### src/rtl/pipe_hazard_ctrl.sv
// Pipeline hazard controller: tracks in-flight writers, drives forward selects, load-use stall and flush.
// Optional macro PIPE_HAZARD_FWD_EN compiles operand forwarding in; without it every RAW hazard stalls.
module pipe_hazard_ctrl #(
    parameter int REG_AW = 5,
    parameter int DEPTH  = 3,
    parameter int SEL_W  = 3
) (
    input  logic              clk,
    input  logic              rst,
    input  logic              id_valid,
    input  logic [REG_AW-1:0] id_rs1,
    input  logic [REG_AW-1:0] id_rs2,
    input  logic              id_use_rs1,
    input  logic              id_use_rs2,
    input  logic [REG_AW-1:0] id_rd,
    input  logic              id_regwrite,
    input  logic              id_memread,
    input  logic              br_taken,
    output logic              stall,
    output logic              flush,
    output logic [SEL_W-1:0]  fwd_a_sel,
    output logic [SEL_W-1:0]  fwd_b_sel,
    output logic [DEPTH-1:0]  stage_valid,
    output logic [15:0]       stall_count,
    output logic [15:0]       flush_count
);

    logic [DEPTH-1:0]  rec_valid;
    logic [DEPTH-1:0]  rec_regwrite;
    logic [DEPTH-1:0]  rec_memread;
    logic [REG_AW-1:0] rec_rd [DEPTH];

    logic [DEPTH-1:0]  match_a;
    logic [DEPTH-1:0]  match_b;
    logic              load_use;
    logic              hazard;

    for (genvar k = 0; k < DEPTH; k++) begin : g_match
        assign match_a[k] = rec_valid[k] && rec_regwrite[k] && (rec_rd[k] != '0) &&
                            (rec_rd[k] == id_rs1) && id_use_rs1 && id_valid;
        assign match_b[k] = rec_valid[k] && rec_regwrite[k] && (rec_rd[k] != '0) &&
                            (rec_rd[k] == id_rs2) && id_use_rs2 && id_valid;
    end

    // A load in EX cannot be forwarded in time, so it is a hazard in either build.
    assign load_use = (match_a[0] || match_b[0]) && rec_memread[0];

`ifdef PIPE_HAZARD_FWD_EN
    logic [SEL_W-1:0] sel_a;
    logic [SEL_W-1:0] sel_b;

    // Scan oldest to youngest so the youngest matching producer wins.
    always_comb begin
        sel_a = '0;
        sel_b = '0;
        for (int k = DEPTH - 1; k >= 0; k--) begin
            if (match_a[k]) sel_a = SEL_W'(k + 1);
            if (match_b[k]) sel_b = SEL_W'(k + 1);
        end
    end

    assign hazard    = load_use;
    assign fwd_a_sel = rst ? sel_a : '0;
    assign fwd_b_sel = rst ? sel_b : '0;
`else
    assign hazard    = load_use || (|match_a) || (|match_b);
    assign fwd_a_sel = '0;
    assign fwd_b_sel = '0;
`endif

    // Redirect wins over a stall: the stalled instruction is on the wrong path anyway.
    assign flush       = br_taken;
    assign stall       = rst && hazard && !br_taken;
    assign stage_valid = rec_valid & {DEPTH{rst}};

    always_ff @(posedge clk) begin
        if (!rst) begin
            rec_valid    <= '0;
            rec_regwrite <= '0;
            rec_memread  <= '0;
            for (int k = 0; k < DEPTH; k++) begin
                rec_rd[k] <= '0;
            end
            stall_count  <= '0;
            flush_count  <= '0;
        end else begin
            if (stall || flush) begin
                rec_valid    <= {rec_valid[DEPTH-2:0], 1'b0};
                rec_regwrite <= {rec_regwrite[DEPTH-2:0], 1'b0};
                rec_memread  <= {rec_memread[DEPTH-2:0], 1'b0};
                rec_rd[0]    <= '0;
            end else begin
                rec_valid    <= {rec_valid[DEPTH-2:0], id_valid};
                rec_regwrite <= {rec_regwrite[DEPTH-2:0], id_regwrite};
                rec_memread  <= {rec_memread[DEPTH-2:0], id_memread};
                rec_rd[0]    <= id_rd;
            end
            for (int k = 1; k < DEPTH; k++) begin
                rec_rd[k] <= rec_rd[k-1];
            end
            if (stall && (stall_count != 16'hFFFF)) begin
                stall_count <= stall_count + 16'd1;
            end
            if (flush && (flush_count != 16'hFFFF)) begin
                flush_count <= flush_count + 16'd1;
            end
        end
    end

endmodule
### config.mk
export PLATFORM = sky130hd
export DESIGN_NAME = pipe_hazard_ctrl
export DESIGN_NICKNAME = d
export VERILOG_FILES = /design/src/rtl/pipe_hazard_ctrl.sv
export SDC_FILE = /design/constraint.sdc
export NUM_CORES = 1
export LEC_CHECK = 0
export BUFFER_PORTS_ARGS = -buffer_cell sky130_fd_sc_hd__clkbuf_2
export CAP_MARGIN = 25
export CORE_MARGIN = 1.5
export CORE_UTILIZATION = 48
export CTS_BUF_LIST = sky130_fd_sc_hd__clkbuf_8 sky130_fd_sc_hd__clkbuf_16
export CTS_CLUSTER_SIZE = 40
export DETAILED_ROUTE_END_ITERATION = 10
export HOLD_SLACK_MARGIN = 0.08
export PLACE_DENSITY = 0.76
export SYNTH_ARGS = -nofsm -noshare
export SYNTH_HDL_FRONTEND = slang
export SYNTH_SLANG_ARGS = --single-unit
### constraint.sdc
create_clock -name clk -period 2.4 [get_ports clk]
set_clock_uncertainty 0.05 [all_clocks]
set_input_delay 0 -clock clk [delete_from_list [all_inputs] [get_ports clk]]
set_output_delay 0 -clock clk [all_outputs]
set_load 0.02 [all_outputs]
==> results of run 1 <==
cell type report:
cell class	count	area [um^2]
Timing Repair Buffer	95	617
Clock inverter	3	17.5
Clock buffer	5	68.8
Fill cell	442	1720
Multi-Input combinational cell	228	1500
Inverter	6	22.5
Sequential cell	53	1210
Tap cell	70	87.6
power groups by stage:
| stage | combinational, mW | sequential (mW) | clock [mW] |
|---|---|---|---|
| floorplan | 0.108 | 0.989 | 0 |
| global placement | 0.165 | 0.986 | 0 |
| detailed placement | 0.171 | 0.988 | 0 |
| CTS | 0.200 | 0.965 | 0.501 |
| global route | 0.225 | 0.970 | 0.531 |
| finish | 0.207 | 0.966 | 0.484 |
synthesized netlist by cell type (6+ instances only):
cell type,instances
nor2_1,24
a21oi_1,13
dfxtp_1,38
or3_1,9
o31ai_1,6
nand3_1,15
buf_4,7
and2_1,17
xor2_1,11
nand2_1,13
inv_1,6
edfxtp_1,15
and3_1,12
nor3_1,6
nand4_1,13
clkbuf_1,6
or4_1,7
xnor2_1,35
what timing repair did:
action                                  in CTS  in global routing
setup buffers                                7                  2
endpoints found under the setup margin      15                 24
hold buffers                                 8                  0
hold endpoints to repair                     8                  0
pin swaps                                    9                  9
resized for setup                           13                 10
routing by layer:
metal | up-vias | routed length, um | track usage (%) | part of all wire [%]
met5 | - | 0 | 0 | 0
met4 | 0 | 46 | 4.36 | 0.74
met3 | 6 | 290 | 4.24 | 4.7
met2 | 66 | 3170 | 36.9 | 51
met1 | 1128 | 2710 | 26.6 | 44
li1 | 1193 | - | - | -
state kept, by name (all words and copies together) (netlist names):
| name | count |
|---|---|
| rec_valid | 3 |
| rec_rd | 15 |
| rec_regwrite | 3 |
| stall_count | 16 |
| flush_count | 16 |
metrics by stage:
| step | setup TNS, ns | hold slack (ns) |
|---|---|---|
| 6_report | -0.766 | 0.111 |
| 5_1_grt | -3.58 | 0.142 |
| 4_1_cts | -0.826 | 0.110 |
| 3_5_place_dp | -1.27 | 0.208 |
| 3_3_place_gp | -0.682 | 0.203 |
| 2_1_floorplan | 0 | 0.0626 |
final timing paths:
check / to / cells after the start / start / slack, ns
setup / recovery: stall_count[15] / 8 / rec_rd[0][10] / -0.14
setup reg to reg: stall_count[15] / 8 / rec_rd[0][10] / -0.14
hold / removal: rec_regwrite[1] / 2 / rst / 0.11
hold reg to reg: rec_regwrite[1] / 1 / rec_regwrite[0] / 0.43
kinds of logic (layout without fill, tap and decap cells):
logic type,count (synthesis),in the layout,synth area share (%)
fa+ha+maj,2,2,0.939
buf+inv,21,109,4.04
xor+xnor,46,46,15.1
other cells,2,21,0.282
compound gates,36,36,8.97
simple gates,121,121,24.5
mux,2,2,0.751
flops,53,53,45.4
==> metrics.md, run 1 <==
| Metric | Value |
|---|---|
| Final worst slack | `-0.139 ns` |
| Synth-to-layout area growth | `32.1%` |
| WL final | `6210 um` |
| Post-synth top area share | `28.5%` |
| # diodes | `0` |
| Net Sw Power | `between 0.4 and 0.5 mW` |
| PD cells | `approximately 470 mW/mm^2` |
| Final hold viol count | `0` |
| CTS Buffer Depth | `2` |
| Synth cell types | `34` |
| Post-DRT Antenna Nets | `0` |
| CP endpoint kind | `register` |
| Util after Layout | `between 60 and 70%` |
| Setup WS pre-CTS | `-0.255 ns` |
| Maximum VDD drop | `between 0.0003 and 0.0004 V` |
| Seq/Total Area, Yosys | `~45%` |
| Crit-path max cell delay | `roughly 0.48 ns` |
| HPWL Detailed | `4530 um` |
| Avg Inst Size Synth | `9.42 um^2` |
| Seq pwr share | `58.3%` |
| Mapped Cells | `roughly 280` |
| Share of post-route cells with drive strength above 1 | `a little over a quarter` |
| Die X | `77.5 um` |
| Cell Area, Synth | `0.00267 mm^2` |
| H-tree levels | `2` |
| Failing checks | `setup timing` |
| Design Area, Final | `approximately 0.0035 mm^2` |
| Initial core utilization | `about half` |
| Largest area contributor in the netlist | `dfxtp_1` |
| Non-filler instance count after layout | `460` |
| First-pass GRT wire length | `between 10000 and 15000 um` |
| Max cap viols | `0` |
| Synth warn | `0` |
| Vias per inst | `5.20` |
| Nets@finish | `about 410` |
| Total vias in the final route | `approximately 2400` |
| WP data required | `~2.6 ns` |
| Die footprint | `roughly 0.0060 mm^2` |
| CP Max Fanout | `7` |
| Status | `finished, violations left` |
| Pre-Repair DR Iteration Count | `4` |
| Average wire per standard cell | `between 10 and 15 um` |
| Slew headroom | `59.3%` |
| Startpoint types | `register` |
| Grt total ovfl | `0` |
| Clock power share | `between 20% and 30%` |
| Most frequent cells in the layout | `clkbuf_2, dfxtp_1, xnor2_1` |
| CP Cell Sequence | `xnor2_1, nand4_1, o32ai_2, a222oi_1, buf_4, or4_4, or4_1, a21oi_1` |
| Async S/R FF share, synth | `0%` |
| Pin count of the biggest net entering global routing | `32` |
| Most common cell after layout, fill and taps aside | `clkbuf_2` |
| Core Box Area | `roughly 0.0052 mm^2` |
| Fin crit share | `106%` |
| Die height | `about 78 um` |
| Root Driver | `clkbuf_8` |
| Setup-failing EPs final | `11` |
| Sw frac | `24.6%` |
| Placer Congestion | `around 0.87` |
| Number of synthesized register bits | `53` |
| Number of I/O pins | `66` |
| Max Freq | `approximately 390 MHz` |
| Clk slew on worst S/H paths | `roughly 0.090 ns` |
| Vias in the first global route | `roughly 2200` |
| RSZ-0062 raised after global routing | `true` |
| Total GRT Usage | `21.0%` |
| Initial antenna violation count | `0` |
| CTS Buf Count | `5` |
| Num rows | `26` |
| Logic pwr share | `between 10% and 20%` |
| Area contributors post-synth | `dfxtp_1, edfxtp_1, xnor2_1, and2_1, xor2_1` |
| Port Buf Inserts | `slightly below 60` |
| Clk sink count | `53` |
| Leakage | `1.45 nW` |
| Hold Path Class | `in2reg` |
| Primary FF master, synth | `dfxtp_1` |
| EDFF count, synth | `15` |
| Crit-path leading delay family | `simple AND/OR/NAND/NOR gates` |
| Tightest Pin Transition | `0.606 ns` |
| Setup CP Type | `reg2reg` |
| CTS tree | `yes` |
| Placed cells | `~440` |
| DRC Markers | `0` |
| Worst Path Buf+Inv | `1` |
| Int Power | `around 1.2 mW` |
| Pins Over Slew Limit | `0` |
| Slowest CP cell | `or4_1` |
| Total power | `1.66 mW` |
| DRT iter0 DRCs | `73` |
| Post-Place Cell Area | `approximately 0.0032 mm^2` |
| Later-pin clock latency in the skew report | `roughly 0.3 ns` |
| WP data arrival | `roughly 2.7 ns` |
| Final Critical Period | `between 2 and 3 ns` |
(Power assumes the default switching activity.)
==> run 2: changes to the inputs <==
--- a/config.mk
+++ b/config.mk
@@ -14,6 +14,7 @@
 export DETAILED_ROUTE_END_ITERATION = 10
 export HOLD_SLACK_MARGIN = 0.08
 export PLACE_DENSITY = 0.76
+export SKIP_LAST_GASP = 1
 export SYNTH_ARGS = -nofsm -noshare
 export SYNTH_HDL_FRONTEND = slang
 export SYNTH_SLANG_ARGS = --single-unit
==> run 2 against run 1 <==
Against the previous run:
- the flow still finishes with violations (setup timing)
- global-route usage shrank 0.33 points
- clock power is essentially flat
- register-to-register slack lost 0.03 ns
- worst hold slack lost 0.0047 ns
- via count grew 0.71%
- combinational power is essentially flat
- die area is the same
- utilization shrank 0.38 points
- total power shrank 0.13%
- maximum frequency shrank 1.2%
- sequential power is essentially flat
- non-clock buffer count is the same
- highest routed layer unchanged
==> metrics.md, run 2 (synthesized netlist as in run 1, its figures left out) <==
| Metric | Value |
|---|---|
| CP Max Fanout | `7 (unchanged)` |
| Slew headroom | `59.4% (about the same)` |
| WP data arrival | `2.76 ns (+0.03 ns)` |
| Total GRT Usage | `20.7% (-0.33 points)` |
| RSZ-0062 raised after global routing | `true` |
| Startpoint types | `register` |
| CTS tree | `yes` |
| Final hold viol count | `0 (unchanged)` |
| Max Freq | `389 MHz (-1.2%)` |
| WL final | `6140 um (-1.1%)` |
| WP data required | `2.59 ns (about the same)` |
| Average wire per standard cell | `13.4 um (-1.1%)` |
| Synth-to-layout area growth | `31.3%` |
| Logic pwr share | `12.3% (-0.2 points)` |
| Sw frac | `24.5% (-0.088 points)` |
| Failing checks | `setup timing` |
| Share of post-route cells with drive strength above 1 | `26.7% (-0.51 points)` |
| Die height | `77.5 um (unchanged)` |
| Final worst slack | `-0.170 ns (-0.0304 ns)` |
| Leakage | `1.44 nW (-1.0%)` |
| Reg2reg path depth | `9 (+1)` |
| Net Sw Power | `0.406 mW (-0.48%)` |
| H-tree levels | `2 (unchanged)` |
| First-pass GRT wire length | `10100 um (-0.68%)` |
| PD cells | `473 mW/mm^2 (+0.44%)` |
| Die footprint | `0.00601 mm^2 (unchanged)` |
| Setup-failing EPs final | `11 (unchanged)` |
| Initial core utilization | `50.9% (unchanged)` |
| Maximum VDD drop | `0.000379 V (about the same)` |
| Clk sink count | `53 (unchanged)` |
| CTS Buf Count | `5 (unchanged)` |
| Grt total ovfl | `0 (unchanged)` |
| Most frequent cells in the layout | `clkbuf_2, dfxtp_1, xnor2_1` |
| Root Driver | `clkbuf_8` |
| Hold Path Cell Cnt | `2 (unchanged)` |
| Design Area, Final | `0.00350 mm^2 (-0.57%)` |
| Core Box Area | `0.00524 mm^2 (unchanged)` |
| Port Buf Inserts | `58 (unchanged)` |
| Seq pwr share | `58.4% (about the same)` |
| DRT iter0 DRCs | `80 (+9.6%)` |
| Final Critical Period | `2.57 ns (+0.0304 ns)` |
| Clk slew on worst S/H paths | `0.09 ns (about the same)` |
| Post-DRT Antenna Nets | `0 (unchanged)` |
| Pins Over Slew Limit | `0 (unchanged)` |
| Setup CP Type | `reg2reg` |
| Tightest Pin Transition | `0.606 ns (-0.000379 ns)` |
| HPWL Detailed | `4530 um (unchanged)` |
| Post-Place Cell Area | `0.00321 mm^2 (unchanged)` |
| Nets@finish | `414 (unchanged)` |
| # diodes | `0 (unchanged)` |
| DRC Markers | `0 (unchanged)` |
| CP endpoint kind | `register` |
| Fin crit share | `107% (+1.3 points)` |
| CTS Buffer Depth | `2 (unchanged)` |
| Most common cell after layout, fill and taps aside | `clkbuf_2` |
| Setup total negative slack | `-0.868 ns (-0.102 ns)` |
| Int Power | `1.25 mW (about the same)` |
| Placer Congestion | `0.874 (unchanged)` |
| Status | `finished, violations left` |
| Biggest regs | `flush_count (16), stall_count (16), rec_rd (15)` |
| Num rows | `26 (unchanged)` |
| Die X | `77.5 um (unchanged)` |
| Vias in the first global route | `2255 (+0.62%)` |
| Vias per inst | `5.24 (+0.71%)` |
| Max cap viols | `0 (unchanged)` |
| Number of I/O pins | `66 (unchanged)` |
| Pre-Repair DR Iteration Count | `5 (+1)` |
| Later-pin clock latency in the skew report | `0.30 ns (about the same)` |
| Clock power share | `29.3% (about the same)` |
| Pin count of the biggest net entering global routing | `32 (unchanged)` |
| Hold Path Class | `in2reg` |
| Total vias in the final route | `2410 (+0.71%)` |
| WHS | `0.106 ns (-0.00471 ns)` |
| Initial antenna violation count | `0 (unchanged)` |
-- run 2: worst paths after layout --
kind | from | endpoint | slack (ns)
worst min-delay path | rst | rec_regwrite[1] | 0.11
worst max-delay path | rec_rd[0][9] | stall_count[15] | -0.17
worst min register to register | rec_regwrite[0] | rec_regwrite[1] | 0.42
worst max register to register | rec_rd[0][9] | stall_count[15] | -0.17
-- run 2: layout make-up --
| class | instances | area [um^2] |
|---|---|---|
| Tap cell | 70 | 87.6 |
| Clock inverter | 3 | 17.5 |
| Fill cell | 453 | 1740 |
| Clock buffer | 5 | 68.8 |
| Inverter | 6 | 22.5 |
| Multi-Input combinational cell | 228 | 1480 |
| Sequential cell | 53 | 1210 |
| Timing Repair Buffer | 95 | 613 |
-- run 2: timing repair --
| action | 4_1_cts | 5_1_grt |
|---|---|---|
| resized for setup | 10 | 8 |
| hold buffers | 8 | 0 |
| pin swaps | 5 | 6 |
| hold endpoints to repair | 8 | 0 |
| setup buffers | 7 | 1 |
| endpoints found under the setup margin | 15 | 24 |
-- run 2: layer usage --
metal,up-vias,GRT usage (%),part of all wire [%]
li1,1191,-,-
met1,1141,26.4,43
met2,67,36.1,51
met3,11,4.24,4.8
met4,0,4.36,0.98
met5,-,0,0
-- run 2: worst max-delay path, cell delays in order, from the launching register on --
cell	delay (ns)
edfxtp_1	0.45
buf_4	0.17
xnor2_1	0.16
nand4_1	0.13
o32ai_1	0.14
a222oi_1	0.15
buf_4	0.18
or4_4	0.46
or4_1	0.49
a21oi_1	0.14
-- run 2: power groups by stage --
| stage | registers (mW) | clock network (mW) | logic, mW |
|---|---|---|---|
| 3_5_place_dp | 0.988 | 0 | 0.171 |
| 6_report | 0.966 | 0.485 | 0.204 |
| 4_1_cts | 0.965 | 0.501 | 0.197 |
| 5_1_grt | 0.970 | 0.531 | 0.223 |
| 3_3_place_gp | 0.986 | 0 | 0.165 |
| 2_1_floorplan | 0.989 | 0 | 0.108 |
-- run 2: metrics by stage --
step / std cells / util [%] / total power, mW / worst slack (ns)
2_1_floorplan: 302 / - / 1.10 / 0.0663
6_report: 460 / 66.8 / 1.66 / -0.170
5_1_grt: 460 / 66.8 / 1.72 / -0.278
4_1_cts: 459 / 65.9 / 1.66 / -0.121
3_5_place_dp: 437 / 61.2 / 1.16 / -0.255
3_3_place_gp: 437 / 61.2 / 1.15 / -0.184
==> run 3: changes to the inputs <==
==> constraint.sdc (replaced) <==
create_clock -name clk -period 2.35 [get_ports clk]
set_clock_uncertainty 0.05 [all_clocks]
set_input_delay 0 -clock clk [delete_from_list [all_inputs] [get_ports clk]]
set_output_delay 0 -clock clk [all_outputs]
set_load 0.02 [all_outputs]
==> run 3 against run 2 <==
Against the previous run:
- the flow still finishes with violations (setup timing)
- combinational power increased by 5%
- sequential share of layout area down 1.1 points
- final cell count increased by 0.65%
- critical path type unchanged
==> metrics.md, run 3 (synthesized netlist as in run 1, its figures left out) <==
| Metric | Value |
|---|---|
| Clk slew on worst S/H paths | `0.10 ns (about the same)` |
| Logic pwr share | `11.8% (-0.5 points)` |
| Setup WS pre-CTS | `-0.272 ns (-0.0178 ns)` |
| Crit-path max cell delay | `0.50 ns (about the same)` |
| Util after Layout | `69.0% (+2.2 points)` |
| Failing checks | `setup timing` |
| Final worst slack | `-0.201 ns (-0.0308 ns)` |
| Die height | `77.5 um (unchanged)` |
| R2r endpoint | `stall_count[15]` |
| R2R Path Start | `rec_rd[0][11]` |
| Biggest regs | `flush_count (16), stall_count (16), rec_rd (15)` |
| Post-DRT Antenna Nets | `0 (unchanged)` |
| Grt total ovfl | `0 (unchanged)` |
| Int Power | `1.39 mW (+11%)` |
| Hold Path Class | `in2reg` |
| Slowest CP cell | `or4_4` |
| CP Cell Sequence | `xnor2_1, nand4_1, o32ai_2, a222oi_1, buf_4, or4_4, or4_4, a21oi_2` |
| Crit path to | `stall_count[15]` |
| CP endpoint kind | `register` |
| RSZ-0062 raised after global routing | `true` |
| Average wire per standard cell | `13.4 um (about the same)` |
| Setup-failing EPs final | `17 (+6)` |
| R2R Setup Slk | `-0.20 ns (-0.03 ns)` |
| CTS Buf Count | `5 (unchanged)` |
| Clk sink count | `53 (unchanged)` |
| WL final | `6180 um (+0.67%)` |
| Setup CP Type | `reg2reg` |
| Placer Congestion | `0.838 (-4.1%)` |
| Pin count of the biggest net entering global routing | `32 (unchanged)` |
| Total GRT Usage | `21.8% (+1.1 points)` |
| Nets@finish | `417 (+0.72%)` |
| WP data required | `2.55 ns (-0.04 ns)` |
| Root Driver | `clkbuf_8` |
| DRC Markers | `0 (unchanged)` |
| Slew headroom | `59.8% (+0.43 points)` |
| Startpoint types | `register` |
| Status | `finished, violations left` |
| Met3 usage | `4.71% (+0.47 points)` |
| Clock power share | `33.8% (+4.5 points)` |
| Maximum VDD drop | `0.000433 V (+14%)` |
| Initial antenna violation count | `0 (unchanged)` |
| Vias per inst | `5.19 (-0.85%)` |
| Final Critical Period | `2.55 ns (-0.0192 ns)` |
| CP Max Fanout | `9 (+2)` |
| WHS | `0.115 ns (+0.00858 ns)` |
| Most frequent cells in the layout | `clkbuf_2, dfxtp_1, xnor2_1` |
| Total vias in the final route | `2405 (-0.21%)` |
| PD cells | `502 mW/mm^2 (+6.2%)` |
| First-pass GRT wire length | `10400 um (+3.7%)` |
| Later-pin clock latency in the skew report | `0.31 ns (about the same)` |
| CTS tree | `yes` |
| Initial core utilization | `50.9% (unchanged)` |
| Synth-to-layout area growth | `35.6%` |
| Num rows | `26 (unchanged)` |
| Sw frac | `23.6% (-0.92 points)` |
| Fin crit share | `109% (+1.5 points)` |
| Vias in the first global route | `2247 (-0.35%)` |
| Die footprint | `0.00601 mm^2 (unchanged)` |
| Final hold viol count | `0 (unchanged)` |
| Seq pwr share | `54.3% (-4.1 points)` |
| Leakage | `1.48 nW (+3.1%)` |
| Most Crowded Layer GR | `met2` |
| Max Freq | `392 MHz (+0.75%)` |
| # fillers | `412 (-9.1%)` |
| Port Buf Inserts | `58 (unchanged)` |
| Max cap viols | `0 (unchanged)` |
| M1 GR Usage | `28.1% (+1.7 points)` |
| Most common cell after layout, fill and taps aside | `clkbuf_2` |
| Number of I/O pins | `66 (unchanged)` |
| Reg2reg path depth | `8 (-1)` |
| Hold Path Cell Cnt | `2 (unchanged)` |
| DRT iter0 DRCs | `89 (+11%)` |
| HPWL Detailed | `4470 um (-1.5%)` |
| CTS Buffer Depth | `2 (unchanged)` |
| # diodes | `0 (unchanged)` |
| Pins Over Slew Limit | `0 (unchanged)` |
| FF/Latch Area | `0.00121 mm^2 (unchanged)` |
| Pre-Repair DR Iteration Count | `4 (-1)` |
| Die X | `77.5 um (unchanged)` |
| Worst Setup SP | `rec_rd[0][11]` |
| H-tree levels | `2 (unchanged)` |
| Multi-input gate area | `0.00153 mm^2 (+3.5%)` |
| CP most frequent cell | `or4_4` |
| Share of post-route cells with drive strength above 1 | `29.8% (+3.1 points)` |
| Core Box Area | `0.00524 mm^2 (unchanged)` |
| Net Sw Power | `0.429 mW (+5.6%)` |
| Tightest Pin Transition | `0.598 ns (-0.00832 ns)` |
| WP data arrival | `2.75 ns (about the same)` |
| Met2 usage | `36.6% (+0.53 points)` |
run 3: cell count changes in the layout (fill, tap and decap cells not counted), sizes merged:
cell      before  now
clkbuf        62   63
buf           30   32
clkinvlp       0    1
clkinv         3    1
bufinv         0    1
run 3: critical path: cells and delay by family, from the launching register on:
kind / cells / cell delay, ns
buf+inv: 1 / 0.17
flops: 1 / 0.43
xor+xnor: 1 / 0.20
compound gates: 3 / 0.54
simple gates: 3 / 1.10
run 3: layout make-up:
type / count / area share (%)
Clock inverter: 3 / 1.14
Clock buffer: 5 / 1.90
Sequential cell: 53 / 33.5
Timing Repair Buffer: 98 / 18.1
Tap cell: 70 / 2.42
Multi-Input combinational cell: 228 / 42.3
Inverter: 6 / 0.623
run 3: metrics by stage:
| stage | instances | setup TNS, ns | cell area (um^2) | power, mW |
|---|---|---|---|---|
| floorplan | 302 | 0 | 2740 | 1.12 |
| global placement | 439 | -2.15 | 3210 | 1.18 |
| detailed placement | 439 | -2.74 | 3210 | 1.18 |
| CTS | 461 | -3.04 | 3510 | 1.80 |
| global route | 463 | -4.80 | 3610 | 1.88 |
| finish | 463 | -1.99 | 3610 | 1.82 |
run 3: worst min-delay path by stage:
stage                      from               to  slack (ns)
global route                rst     rec_valid[1]        0.14
global placement    id_regwrite  rec_regwrite[0]        0.20
detailed placement  id_regwrite  rec_regwrite[0]        0.20
finish                      rst  rec_regwrite[2]        0.11
CTS                         rst     rec_valid[1]        0.11
floorplan              br_taken            flush        0.06
run 3: metal layers:
metal / wire length, um / up-vias
li1: - / 1206
met1: 2770 / 1124
met2: 3030 / 66
met3: 285 / 9
met4: 99 / 0
met5: 0 / -
run 3: power groups by stage:
stage | clock, mW | combinational (mW) | sequential [mW]
floorplan | 0 | 0.110 | 1.01
global placement | 0 | 0.170 | 1.01
detailed placement | 0 | 0.175 | 1.01
CTS | 0.623 | 0.196 | 0.985
global route | 0.658 | 0.235 | 0.991
finish | 0.615 | 0.215 | 0.986
run 3: timing repair:
action                                  in CTS  in global routing
hold buffers                                 8                  0
endpoints found under the hold margin        8                  0
gates resized for setup                     16                 16
pin swaps                                   10                  5
gates cloned                                 0                  0
buffers inserted                             6                  2
endpoints found under the setup margin      20                 26
